==> src/rtl/audio_output_stage.sv <==
// Output stage: scales, mutes and saturates filter samples to a codec word,
// buffers them in a small FIFO drained over ready/valid, and tracks clipping.
module audio_output_stage #(
  parameter int DEPTH     = 8,
  parameter int OUT_WIDTH = 24,
  parameter int VOL_BITS  = 3
) (
  input  logic                         clk,
  input  logic                         reset_n,
  input  logic [31:0]                  in_i,
  input  logic                         in_valid_i,
  output logic                         in_ready_o,
  input  logic [VOL_BITS-1:0]          volume_i,
  input  logic                         mute_i,
  input  logic                         flush_i,
  input  logic                         clear_clip_i,
  output logic [OUT_WIDTH-1:0]         out_o,
  output logic                         out_valid_o,
  input  logic                         out_ready_i,
  output logic [$clog2(DEPTH):0]       level_o,
  output logic                         clip_flag_o,
  output logic [15:0]                  clip_count_o
);

  localparam int PW = $clog2(DEPTH);
  localparam int LW = PW + 1;

  // True when the scaled value does not fit in OUT_WIDTH signed bits.
  function automatic logic needs_sat(input logic [31:0] scaled);
    logic [31-OUT_WIDTH+1:0] top;
    top = scaled[31:OUT_WIDTH-1];
    return !((&top) || !(|top));
  endfunction

  function automatic logic [OUT_WIDTH-1:0] sat_word(input logic [31:0] scaled);
    logic [OUT_WIDTH-1:0] w;
    if (!needs_sat(scaled)) begin
      w = scaled[OUT_WIDTH-1:0];
    end else if (scaled[31]) begin
      w = {1'b1, {(OUT_WIDTH-1){1'b0}}};
    end else begin
      w = {1'b0, {(OUT_WIDTH-1){1'b1}}};
    end
    return w;
  endfunction

  logic [OUT_WIDTH-1:0] mem_q [DEPTH];
  logic [PW-1:0]        rd_ptr_q, rd_ptr_d;
  logic [PW-1:0]        wr_ptr_q, wr_ptr_d;
  logic [LW-1:0]        level_q, level_d;
  logic                 clip_flag_q, clip_flag_d;
  logic [15:0]          clip_count_q, clip_count_d;

  logic [31:0]          scaled_s;
  logic [OUT_WIDTH-1:0] wdata_s;
  logic                 push_s, pop_s, clip_s;

  assign in_ready_o   = (level_q != LW'(DEPTH));
  assign out_valid_o  = (level_q != {LW{1'b0}});
  assign out_o        = out_valid_o ? mem_q[rd_ptr_q] : {OUT_WIDTH{1'b0}};
  assign level_o      = level_q;
  assign clip_flag_o  = clip_flag_q;
  assign clip_count_o = clip_count_q;

  // Datapath and handshake qualification; flush suppresses both transfers.
  always_comb begin
    scaled_s = $signed(in_i) >>> volume_i;
    push_s   = in_valid_i & in_ready_o & ~flush_i;
    pop_s    = out_valid_o & out_ready_i & ~flush_i;
    clip_s   = push_s & ~mute_i & needs_sat(scaled_s);
    if (mute_i) begin
      wdata_s = {OUT_WIDTH{1'b0}};
    end else begin
      wdata_s = sat_word(scaled_s);
    end
  end

  // Pointer, occupancy and clip accounting next state.
  always_comb begin
    rd_ptr_d     = rd_ptr_q;
    wr_ptr_d     = wr_ptr_q;
    level_d      = level_q;
    clip_flag_d  = clip_flag_q;
    clip_count_d = clip_count_q;
    if (flush_i) begin
      rd_ptr_d = {PW{1'b0}};
      wr_ptr_d = {PW{1'b0}};
      level_d  = {LW{1'b0}};
    end else begin
      if (push_s) begin
        wr_ptr_d = wr_ptr_q + PW'(1);
      end else begin
        wr_ptr_d = wr_ptr_q;
      end
      if (pop_s) begin
        rd_ptr_d = rd_ptr_q + PW'(1);
      end else begin
        rd_ptr_d = rd_ptr_q;
      end
      case ({push_s, pop_s})
        2'b10:   level_d = level_q + LW'(1);
        2'b01:   level_d = level_q - LW'(1);
        default: level_d = level_q;
      endcase
    end
    // Clear has priority over a same-cycle saturated push.
    if (clear_clip_i) begin
      clip_flag_d  = 1'b0;
      clip_count_d = 16'h0000;
    end else if (clip_s) begin
      clip_flag_d = 1'b1;
      if (clip_count_q != 16'hFFFF) begin
        clip_count_d = clip_count_q + 16'd1;
      end else begin
        clip_count_d = clip_count_q;
      end
    end else begin
      clip_flag_d  = clip_flag_q;
      clip_count_d = clip_count_q;
    end
  end

  // Control state registers.
  always_ff @(posedge clk or negedge reset_n) begin
    if (!reset_n) begin
      rd_ptr_q     <= {PW{1'b0}};
      wr_ptr_q     <= {PW{1'b0}};
      level_q      <= {LW{1'b0}};
      clip_flag_q  <= 1'b0;
      clip_count_q <= 16'h0000;
    end else begin
      rd_ptr_q     <= rd_ptr_d;
      wr_ptr_q     <= wr_ptr_d;
      level_q      <= level_d;
      clip_flag_q  <= clip_flag_d;
      clip_count_q <= clip_count_d;
    end
  end

  // Sample storage.
  always_ff @(posedge clk or negedge reset_n) begin
    if (!reset_n) begin
      for (int i = 0; i < DEPTH; i++) begin
        mem_q[i] <= {OUT_WIDTH{1'b0}};
      end
    end else if (push_s) begin
      mem_q[wr_ptr_q] <= wdata_s;
    end
  end

endmodule
==> config.mk <==
export PLATFORM = sky130hd
export DESIGN_NAME = audio_output_stage
export DESIGN_NICKNAME = d
export VERILOG_FILES = /design/src/rtl/audio_output_stage.sv
export SDC_FILE = /design/constraint.sdc
export NUM_CORES = 1
export LEC_CHECK = 0
export ABC_AREA = 1
export BUFFER_PORTS_ARGS = -buffer_cell sky130_fd_sc_hd__buf_4
export CELL_PAD_IN_SITES_DETAIL_PLACEMENT = 0
export CELL_PAD_IN_SITES_GLOBAL_PLACEMENT = 2
export CORE_ASPECT_RATIO = 1.2
export CORE_UTILIZATION = 33
export CTS_BUF_LIST = sky130_fd_sc_hd__clkbuf_4 sky130_fd_sc_hd__clkbuf_8
export DETAILED_ROUTE_END_ITERATION = 10
export PLACE_DENSITY_LB_ADDON = 0.08
export SYNTH_ARGS = -nofsm -noshare
export SYNTH_HDL_FRONTEND = slang
export SYNTH_SLANG_ARGS = --single-unit
==> constraint.sdc <==
create_clock -name clk -period 1.7 [get_ports clk]
set_input_delay 0 -clock clk [delete_from_list [all_inputs] [get_ports clk]]
set_output_delay 0 -clock clk [all_outputs]
set_load 0.05 [all_outputs]
Word level (Yosys, flattened, before mapping)
Cells that the tools add are included.
- flip-flop bits (word level): 219
- input bits: 42
- $add $sub $neg: 5
- order comparisons: 3
- equal/unequal tests: 4
- shift operators: 1
- muxes and demuxes: 21
- bitwise operators: 10
- reductions and logical operators: 13
- operators by type and width (cell ; number):
    192-bit bitwise mux ; 1
    24-bit 2-to-1 mux ; 7
    24-bit binary-select mux with 3-bit select ; 1
    24-bit demux with 3-bit select ; 1
    16-bit 2-to-1 mux ; 3
    32-bit by 3-bit >>> shifter with 32-bit output ; 1
    16-bit by 1-bit adder with 16-bit output, second input constant ; 1
    16-bit inequality test, second input constant ; 1
    3-bit 2-to-1 mux ; 4
    9-bit AND reduction ; 1
    9-bit OR reduction ; 1
    4-bit greater-or-equal comparator, second input constant ; 2
    3-bit inverter with 4-bit output ; 2
    4-bit case mux with 2 select lines ; 1
    2-bit nonzero test ; 4
    3-bit by 1-bit adder with 3-bit output, second input constant ; 2
    1-bit AND ; 6
    4-bit by 1-bit adder with 4-bit output, second input constant ; 1
    4-bit by 1-bit < comparator with 1-bit output, second input constant ; 1
    4-bit 2-to-1 mux ; 1
    4-bit inequality test, second input constant ; 1
    4-bit nonzero test ; 1
    4-bit by 1-bit subtractor with 4-bit output, second input constant ; 1
    3-bit nonzero test ; 1
    other kinds (8) ; 11

Longest topological paths before layout
- word-level depth: 8
- gate-level depth with buffers: 17
- depth with buffers taken out: 16

Least setup slack after synthesis
No wires, ideal clock.
- kind: register to output
- start point: register level_q[2], in the netlist level_o[2]
- end point: output out_o[15]
- arrival: 2.642 ns
- slack: -0.942 ns
- stages on the path, launching flop included: 6
- cells stage by stage: dfrtp_1 -> inv_1 -> nand3_1 -> clkbuf_1 -> o21ai_0 -> a31oi_1
- word-level cells in the longest chain between the ends: 2
- ends and longest elaborated chain (what ; line ; source):
    start: declaration ; 50 ; logic [LW-1:0] level_q, level_d;
    start signal: assignment ; 128 ; level_q <= {LW{1'b0}};
    start signal: assignment ; 134 ; level_q <= level_d;
    4-bit nonzero test ; 59 ; assign out_valid_o = (level_q != {LW{1'b0}});
    named net out_valid_o ; 18 ; output logic out_valid_o,
    24-bit 2-to-1 mux ; 60 ; assign out_o = out_valid_o ? mem_q[rd_ptr_q] : {OUT_WIDTH{1'b0}};
    end: declaration ; 17 ; output logic [OUT_WIDTH-1:0] out_o,
The timed path passes the listed nets, and every way through them passes these cells.

Worst setup path in the final report
- start point: register rd_ptr_q[0]
- end point: output out_o[15]
- word-level cells in the longest chain between the ends: 5
- ends and longest elaborated chain (what ; line ; source):
    start: declaration ; 48 ; logic [PW-1:0] rd_ptr_q, rd_ptr_d;
    start signal: assignment ; 126 ; rd_ptr_q <= {PW{1'b0}};
    start signal: assignment ; 132 ; rd_ptr_q <= rd_ptr_d;
    3-bit inverter with 4-bit output (not written as such) ; 60 ;
    24-bit binary-select mux with 3-bit select ; 60 ;
    24-bit 2-to-1 mux (not written as such) (2 in series) ; 60 ;
    24-bit 2-to-1 mux ; 60 ;
No other way between the ends. The select of a mux whose other input is x is not followed.

==> metrics.md <==
| Metric | Value |
|---|---|
| First-pass GRT wire length | 67,220 um |
| Buffers added on ports | between 80 and 90 |
| Cell variety after synth | 39 |
| Number of primary I/O pins | 89 |
| # clock sinks | approximately 220 |
| Flop and latch count out of synthesis | approximately 220 |
| Register-to-Register Setup Slack | -0.28 ns |
| Setup skew after layout | about 0.031 ns |
| Req. time, crit path | 1.70 ns |
| Total setup violations reported at the end of the flow | 231 |
| Worst-case setup slack after placement | -0.1521 ns |
| Total area of sequential cells | about 5500 um^2 |
| Largest cells by area after synthesis | dfrtp_1 47%, nand2_1 12%, o21ai_0 8.9% |
| Cell Count, Final, Fillers Out | 2,290 |
| Placeable core area | 34,910 um^2 |
| DRC Markers | 0 |
| Count of TritonRoute iterations in the first routing pass | 5 |
| Dominant synthesized flop cell | dfrtp_1 |
| Clock transition at path regs | 0.06 ns |
| Pin count of the biggest net entering global routing | 63 |
| Total congestion overflow after global routing | 0 |
| Tightest Hold Check Type | in2async |
| Area of the mapped netlist | 11,690 um^2 |
| Power after layout | 24.84 mW |
| Rows | 75 |
| Yosys top cell area share | 46.87% |
| Full die area | 36,190 um^2 |
| Area of combinational cells with multiple inputs | roughly 7000 um^2 |
| Die Y-Extent | 208.2 um |
| Number of flops mapped to enable cells by yosys | 0 |
| DRT iter0 DRCs | roughly 700 |
| Most frequent cells after synthesis | 387 x nand2_1, 219 x dfrtp_1, 212 x nor2_1, 207 x o21ai_0, 131 x o21ai_1 |
| Number of nets produced by synthesis | between 1.5k and 2k |
| Initial antenna violation count | 0 |
| Type of element capturing the critical path | output pin |
| Layout cell share with drive strength beyond 1 | between 40% and 50% |
| Fraction of registers with async set/reset | 100.0% |
| Number of nets in the layout | 1,846 |
| Crit path setup slack, layout | -0.4488 ns |
| Failing checks | negative setup slack |
| Detail-routed net length per standard cell | 19.88 um |
| Clock tree from TritonCTS | done |
| DPL Wire Length | 23,660 um |
| Crit-path max cell delay | ~0.46 ns |
| Number of CTS-inserted buffers | 42 |
| Unrepaired setup endpoints after global routing | true |
| Starting utilization of the core area | roughly 33% |
| Global-route total usage across every layer | 23.89% |
| CP delay by family, top | compound AO/OA/AOI/OAI gates |
| Crit Reg-Reg Endpoint | mem_q[65] |
| Worst-path maximum fanout | 8 |
| Max transition margin | 61.33% |
| Crit path max-delay cell type | dfrtp_2 |
| Die extent in x | 173.8 um |
| Worst r2r path cells | 14 |
| Cell count after placement | between 2k and 2.5k |
| Post-synthesis instance total | ~1.5k |
| Critical path buffers and inverters | 3 |
| Yosys warns | 0 |
| Post-detailed-route count of antenna-violating nets | 0 |
| Worst voltage drop across the vdd grid | about 1000 uV |
| Total wirelength of the detailed-routed design | about 46,000 um |
| Total via count after detailed routing | 11.77k |
| Later-pin clock latency in the skew report | 0.57 ns |
| Register area share after synthesis | 46.87% |
| Most frequent cell after synthesis | nand2_1 |
| Cell type contributing the most total cell area after synthesis | dfrtp_1 |
| Slew of the pin with the lowest slew margin | roughly 0.58 ns |
| Post-route fraction of the period consumed by the critical path | 126.4% |
| Number of max-slew violations in the final report | 0 |
| Weighted congestion reported at the end of routability-driven placement | 0.7484 |
| Count of maximum capacitance violations | 0 |
| Data arrival time of the worst path | 2.15 ns |
| Achievable frequency | 465.4 MHz |
| Final worst path period need | around 2.1 ns |
| Fillers | 3,300 |
| Crit-path cells | buf_6 -> buf_12 -> o21ai_0 -> o22ai_1 -> o21ai_1 -> a31oi_4 -> buf_6 |
| Via count of the first global-routing pass | 11.44k |
| Clock buffer depth | 3 |
| Post-synthesis area per instance | 7.553 um^2 |
| Layout overhead on the synthesized area | 57.57% |
| H-tree depth | 2 |
| Critical Setup Path Class | reg2out |
| Count of antenna diodes in the layout | 0 |
| P_leak | about 8 nW |
| Power Density | 1348 nW/um^2 |
| Run status | complete, but fails checks |
| Most prevalent standard cell on the critical path | buf_6 |
| Nature of the critical path startpoint | flip-flop |
| Source of the worst register-to-register timing path | level_o[3] |
| Final Hold Violating Endpoints | 0 |
| Vias per cell | 5.141 |
| Clock Root Buffer | clkbuf_8 |
cell type report:
cell class	instances	area share [%]
repair buffers	307	21.10
multi-input cells	1151	38.89
clock buffers	68	4.672
well taps	462	3.138
inverters	77	1.881
repair inverters	1	0.06112
clock inverters	5	0.4211
flip-flops and latches	219	29.84
power breakdown:
part / switching [mW] / internal, mW
logic: 7.20 / 5.01
registers: 0.684 / 6.11
clock network: 2.35 / 3.49
timing repair:
action	CTS	global route
gates resized for setup	239	292
endpoints found under the setup margin	151	235
gates cloned	27	19
buffers inserted	30	23
hold buffers	8	0
hold endpoints to repair	252	0
pin swaps	26	62
sequential cells by signal, indices dropped and copies added, names as in the netlist:
signal	count
wr_ptr_q	3
rd_ptr_q	3
clip_flag_o	1
level_o	4
mem_q	192
clip_count_o	16
per-layer routing:
layer | track usage, % | vias to the layer above | share of wire [%]
met4 | 6.685 | 0 | 2.6
li1 | - | 5673 | -
met1 | 31.28 | 5728 | 43
met2 | 41.42 | 297 | 50
met5 | 0 | - | 0
met3 | 2.760 | 74 | 4.2
cell usage in the layout, fill, tap and decap left out, drive strengths merged, types with 4 or more instances in the layout:
| cell type | instances |
|---|---|
| o21ai | 370 |
| nand2 | 411 |
| xor2 | 7 |
| nand3 | 58 |
| a31oi | 24 |
| inv | 70 |
| o21a | 4 |
| clkinv | 10 |
| ha | 5 |
| nor2 | 214 |
| clkbuf | 82 |
| buf | 283 |
| dlygate4sd3 | 7 |
| a21oi | 12 |
| dfrtp | 219 |
| o22ai | 27 |
worst min-delay path, stage by stage:
cell	delay (ns)
dlygate4sd3_1	0.56
buf_8	0.18
buf_12	0.24
logic make-up (layout without fill, tap and decap cells):
logic type      count (synthesis)  after routing  synth area share (%)
compound gates                442            442                 20.80
mux                             1              1               0.08561
simple gates                  694            694                 24.68
fa+ha+maj                       5              5                0.5350
buf+inv                       178            458                 6.356
xor+xnor                        9              9                0.6742
flops                         219            219                 46.87
worst max-delay path by stage:
stage	from	to	slack (ns)	depth (start not counted)
after floorplan	level_o[0]	mem_q[14]	-0.26	13
after global placement	volume_i[0]	mem_q[16]	-0.15	16
after detailed placement	volume_i[0]	mem_q[160]	-0.15	16
after CTS	rd_ptr_q[0]	out_o[5]	-0.46	7
after global routing	rd_ptr_q[0]	out_o[15]	-0.53	7
final	rd_ptr_q[0]	out_o[15]	-0.45	7
metrics by stage:
step           TNS, ns  hold slack (ns)  instance area (um^2)  utilization (%)
3_3_place_gp    -12.20         -0.09085                 14330            41.05
6_report        -43.76          0.05459                 18420            52.78
2_1_floorplan   -45.82          -0.2956                 12480                -
3_5_place_dp    -14.62         -0.09010                 14330            41.05
5_1_grt         -67.42          0.05547                 18420            52.78
4_1_cts         -37.74          0.03307                 17050            48.84
Power figures use the tool's default switching activity.
